## src/rtl/seg7_alarm_display.sv

```systemverilog
// seg7_alarm_display: 4-digit common-anode 7-segment scanner with
// leading-zero blanking and anti-ghost blanking, plus alarm annunciation.
// Ports: clk, rst_n (async, active-low); d3..d0 BCD digits (d3 = MSD);
//   temp/hum/smoke/esp32_warning flags; seg (active-low gfedcba),
//   dp (active-low, constant off), an (active-low, an[0] = d0),
//   led {esp32,smoke,hum,temp}, buzzer, alarm (OR of flags).
module seg7_alarm_display #(
    parameter int CLK_FREQ     = 40_000_000,
    parameter int REFRESH_HZ   = 250,
    parameter int BLANK_CYCLES = 64,
    parameter int BLINK_HZ     = 2
) (
    input  logic       clk,
    input  logic       rst_n,
    input  logic [3:0] d3,
    input  logic [3:0] d2,
    input  logic [3:0] d1,
    input  logic [3:0] d0,
    input  logic       temp,
    input  logic       hum,
    input  logic       smoke,
    input  logic       esp32_warning,
    output logic [6:0] seg,
    output logic       dp,
    output logic [3:0] an,
    output logic [3:0] led,
    output logic       buzzer,
    output logic       alarm
);

    localparam int DP = CLK_FREQ / (4 * REFRESH_HZ);
    localparam int HP = CLK_FREQ / (2 * BLINK_HZ);
    localparam int DW = (DP > 1) ? $clog2(DP) : 1;
    localparam int HW = (HP > 1) ? $clog2(HP) : 1;

    localparam logic [DW-1:0] DP_LAST = DW'(DP - 1);
    localparam logic [DW-1:0] BLANK_N = DW'(BLANK_CYCLES);
    localparam logic [HW-1:0] HP_LAST = HW'(HP - 1);

    logic [DW-1:0] cnt_q, cnt_d;
    logic [1:0]    idx_q, idx_d;
    logic [15:0]   snap_q, snap_d;
    logic [3:0]    flag_q;
    logic [HW-1:0] bcnt_q, bcnt_d;
    logic          phase_q, phase_d;
    logic [3:0]    an_q, an_d;
    logic [6:0]    seg_q, seg_d;
    logic [3:0]    led_q;
    logic          buzzer_q, buzzer_d;
    logic          alarm_q;

    logic          wrap;
    logic          alarm_w;
    logic [3:0]    cur;
    logic [3:0]    blank;
    logic          dark;

    function automatic logic [6:0] dec7(input logic [3:0] v);
        logic [6:0] r;
        case (v)
            4'd0:    r = 7'h40;
            4'd1:    r = 7'h79;
            4'd2:    r = 7'h24;
            4'd3:    r = 7'h30;
            4'd4:    r = 7'h19;
            4'd5:    r = 7'h12;
            4'd6:    r = 7'h02;
            4'd7:    r = 7'h78;
            4'd8:    r = 7'h00;
            4'd9:    r = 7'h10;
            default: r = 7'h3F;
        endcase
        return r;
    endfunction

    // Scan counter and digit index
    always_comb begin
        wrap  = (cnt_q == DP_LAST);
        cnt_d = wrap ? '0 : cnt_q + DW'(1);
        idx_d = wrap ? idx_q + 2'd1 : idx_q;
        // New digits enter only at a frame boundary
        snap_d = (wrap && idx_q == 2'd3) ? {d3, d2, d1, d0} : snap_q;
    end

    // Blink generator, held in the ON phase while no flag is present
    always_comb begin
        alarm_w = |flag_q;
        bcnt_d  = '0;
        phase_d = 1'b1;
        if (alarm_w) begin
            if (bcnt_q == HP_LAST) begin
                bcnt_d  = '0;
                phase_d = ~phase_q;
            end else begin
                bcnt_d  = bcnt_q + HW'(1);
                phase_d = phase_q;
            end
        end
    end

    // Digit select and leading-zero blanking on the snapshot
    always_comb begin
        cur = 4'd0;
        case (idx_q)
            2'd0: cur = snap_q[3:0];
            2'd1: cur = snap_q[7:4];
            2'd2: cur = snap_q[11:8];
            2'd3: cur = snap_q[15:12];
            default: cur = 4'd0;
        endcase
        blank[3] = (snap_q[15:12] == 4'd0);
        blank[2] = blank[3] && (snap_q[11:8] == 4'd0);
        blank[1] = blank[2] && (snap_q[7:4] == 4'd0);
        blank[0] = 1'b0;
    end

    // Anode/segment drive; dark interval at the start of each digit
    // period keeps the previous digit from ghosting into the next one
    always_comb begin
        dark = (cnt_q < BLANK_N) || blank[idx_q] || (alarm_w && !phase_q);
        an_d  = dark ? 4'hF : ~(4'b0001 << idx_q);
        seg_d = dark ? 7'h7F : dec7(cur);
    end

    // Buzzer priority: smoke steady, temp/hum follow the blink
    always_comb begin
        buzzer_d = 1'b0;
        if (flag_q[2]) begin
            buzzer_d = 1'b1;
        end else if (flag_q[0] || flag_q[1]) begin
            buzzer_d = phase_q;
        end
    end

    always_ff @(posedge clk or negedge rst_n) begin
        if (!rst_n) begin
            cnt_q    <= '0;
            idx_q    <= 2'd0;
            snap_q   <= 16'h0000;
            flag_q   <= 4'h0;
            bcnt_q   <= '0;
            phase_q  <= 1'b1;
            an_q     <= 4'hF;
            seg_q    <= 7'h7F;
            led_q    <= 4'h0;
            buzzer_q <= 1'b0;
            alarm_q  <= 1'b0;
        end else begin
            cnt_q    <= cnt_d;
            idx_q    <= idx_d;
            snap_q   <= snap_d;
            flag_q   <= {esp32_warning, smoke, hum, temp};
            bcnt_q   <= bcnt_d;
            phase_q  <= phase_d;
            an_q     <= an_d;
            seg_q    <= seg_d;
            led_q    <= flag_q;
            buzzer_q <= buzzer_d;
            alarm_q  <= alarm_w;
        end
    end

    assign seg    = seg_q;
    assign dp     = 1'b1;
    assign an     = an_q;
    assign led    = led_q;
    assign buzzer = buzzer_q;
    assign alarm  = alarm_q;

endmodule
```

## config.mk

```make
export PLATFORM = sky130hd
export DESIGN_NAME = seg7_alarm_display
export DESIGN_NICKNAME = d
export VERILOG_FILES = /design/src/rtl/seg7_alarm_display.sv
export SDC_FILE = /design/constraint.sdc
export NUM_CORES = 1
export LEC_CHECK = 0
export ABC_AREA = 1
export CAP_MARGIN = 25
export CORE_ASPECT_RATIO = 1.4
export CORE_MARGIN = 2
export CORE_UTILIZATION = 40
export CTS_BUF_LIST = sky130_fd_sc_hd__clkbuf_16
export DETAILED_ROUTE_END_ITERATION = 16
export GPL_ROUTABILITY_DRIVEN = 0
export REMOVE_ABC_BUFFERS = 1
export SLEW_MARGIN = 20
export SYNTH_ARGS = -nofsm -noshare
export SYNTH_HDL_FRONTEND = slang
export SYNTH_SLANG_ARGS = --single-unit
```

## constraint.sdc

```tcl
create_clock -name clk -period 2.1 [get_ports clk]
set_clock_uncertainty 0.15 [all_clocks]
set_input_delay 0.315 -clock clk [delete_from_list [all_inputs] [get_ports clk]]
set_output_delay 0.315 -clock clk [all_outputs]
set_load 0.05 [all_outputs]
```

==> impl_metrics.tcl <==
set metrics [dict create \
    synth_edf_count 0 \
    critPathMaxFanout 9 \
    grt_pass1_vias 3347 \
    cts.clk_slew.worst_paths_ps 70 \
    n_antenna_cell 0 \
    overflow 0 \
    ys_top_cells_by_area "dfrtp_1 (42%), nand2_1 (15%), nor2_1 (8.7%), dfstp_2 (7.7%), inv_1 (4.0%)" \
    synthMuxAreaShare_pct 0 \
    mostFrequentLayoutCells "nand2_1 (163), nor2_1 (94), dfrtp_1 (67)" \
    cellPowerDensity_nw_per_um2 683 \
    worstMarginPinSlew_ps 498 \
    cts_tree "yes" \
    syn_inst 519 \
    die-area_um2 11100 \
    dpl.cell_count 698 \
    min_path_cells 0 \
    routed_wl_mm 8.89 \
    yosysWarnings 0 \
    synthToLayoutAreaGrowth_pct 22.5 \
    timing_hold_violations_final 0 \
    grt_max_degree 47 \
    avgSynthCellArea_um2 7.89 \
    ys_ff_latch 80 \
    antenna_found_initial 0 \
    drt_iter0_drc 144 \
    numCtsBuffers 9 \
    ys_types 31 \
    drive_above_1_share_pct 13.1 \
    ys.flop_type "dfrtp_1" \
    p_total_w 0.00343 \
    setup_viol 0 \
    io_buffer_count 38 \
    die_w_um 89.5 \
    clockRootBuffer "clkbuf_16" \
    yosys.area_share.simple_pct 34.6 \
    yosys.area.top_type "dfrtp_1" \
    start_util_pct 41.1 \
    startpoint_type "flop" \
    drt-pass1-iter-count 5 \
    dpl.hpwl_mm 6.65 \
    period_needed_ps 1980 \
    synth_top_family_by_area "simple AND/OR/NAND/NOR gates" \
    max-vdd-ir-drop_v 0.000372 \
    rr_worst_depth 8 \
    max_freq_mhz 506 \
    async_reset_ff_share_pct 100 \
    synthAdderAreaFrac_pct 3.06 \
    vias 3392 \
    grt.total_usage_pct 17.5 \
    fin_nets 609 \
    max_cap_viol_count 0 \
    synth_compound_gate_area_share_pct 2.78 \
    synth-xor-area-share_pct 4.71 \
    outcome "complete, no violations" \
    drc_errors 0 \
    worstPathArrival_ps 2080 \
    slew_headroom_pct 66.7 \
    mostFrequentLayoutCell "nand2_1" \
    slew_violations 0 \
    cts.path.max_buffers 2 \
    fill_cells 973 \
    vias_per_cell 4.73 \
    critical_path_class "flop to flop" \
    synthDominantCellAreaShare_pct 41.6 \
    hold-worst-slack_ps 224 \
    rows 43 \
    wire_per_inst_um 12.4 \
    antenna_left 0 \
    grt_first_pass_wirelength_mm 14.8 \
    coreArea_um2 9950 \
    syn_area_um2 4100 \
    clock_latency_ps 330 \
    seq_area_frac_synth_pct 49.3 \
    fp.dieH_um 124 \
    numClockSinks 80 \
    hold_path.class "flop to flop" \
    cts_max_level 3 \
    stdcell_count 717 \
    ios 40 \
    crit_required_ps 2200 \
    p_leak_nw 2.20 \
    fin_crit_sh_pct 94.2 \
    cp-end-kind "flop" \
    final_util_pct 50.4 \
]
worst max-delay path: stages (launching register included):
cell and delay [ps]:
dfrtp_2 450, inv_2 120, ha_2 220, inv_4 50, or2_2 280, nand2_1 210, a21oi_1 130, nor2_2 200
nand2_1 80
state kept, by name, summed over array words and instances (netlist names):
name and count:
snap_q 16, led 4, flag_q 4, cnt_q 16
phase_q 1, an 4, alarm 1, seg 7
bcnt_q 24, buzzer 1, idx_q 2
metrics by stage:
step	setup WS (ps)	area, um^2	setup TNS (ps)
after floorplan	-140	4050	-140
after global placement	106	4680	0
after detailed placement	10.7	4680	0
after CTS	0.119	4970	0
after global routing	-18.6	5020	-71.9
final	122	5020	0
logic make-up after synthesis:
family | after synthesis
flops | 80
xor+xnor | 22
simple gates | 331
fa+ha+maj | 10
compound gates | 20
buf+inv | 55
other cells | 1
where the power goes:
part	internal (W)	switching, W	leakage (nW)
Clock	0.000815	0.000659	0.138
Combinational	0.000121	0.000163	1.12
Sequential	0.00161	0.0000581	0.940
Total	0.00255	0.000880	2.20
Yosys cell counts (4+ instances only):
cell        n
a21oi_1     7
dfrtp_1    68
dfstp_2    12
ha_1       10
inv_1      44
nand2_1   163
nand3_1    32
nand4_1    24
nor2_1     95
nor3_1      5
o21ai_0     7
o21bai_1    4
xnor2_1     5
xor2_1     17
final timing paths:
path | to | from | slack (ps)
setup reg to reg | seg[2] | idx_q[1] | 120
hold reg to reg | led[1] | flag_q[1] | 220
hold / removal | led[1] | flag_q[1] | 220
min in group asynchronous | bcnt_q[14] | rst_n | 320
setup / recovery | seg[2] | idx_q[1] | 120
max in group asynchronous | an[0] | rst_n | 850
what timing repair did:
item,CTS,global route
setup buffers,0,2
hold buffers,1,0
setup endpoints to repair,0,7
hold endpoints to repair,23,0
gates resized for setup,0,11
final cells by class:
| class | instances | area, um^2 | share of cell area (%) |
|---|---|---|---|
| clock inverters | 7 | 55.1 | 1.10 |
| repair buffers | 54 | 485 | 9.68 |
| multi-input cells | 384 | 1880 | 37.5 |
| clock buffers | 9 | 225 | 4.49 |
| well taps | 135 | 169 | 3.37 |
| inverters | 48 | 183 | 3.64 |
| flip-flops and latches | 80 | 2020 | 40.2 |
metal layers:
metal | global-route usage [%] | up-vias | share of wire [%]
met1 | 19.9 | 1586 | 41
met3 | 2.98 | 12 | 2.4
met4 | 8.12 | 0 | 2.4
met5 | 0 | - | 0
met2 | 31.4 | 45 | 54
li1 | - | 1749 | -
Note: power is estimated with default switching activity, not from simulation.
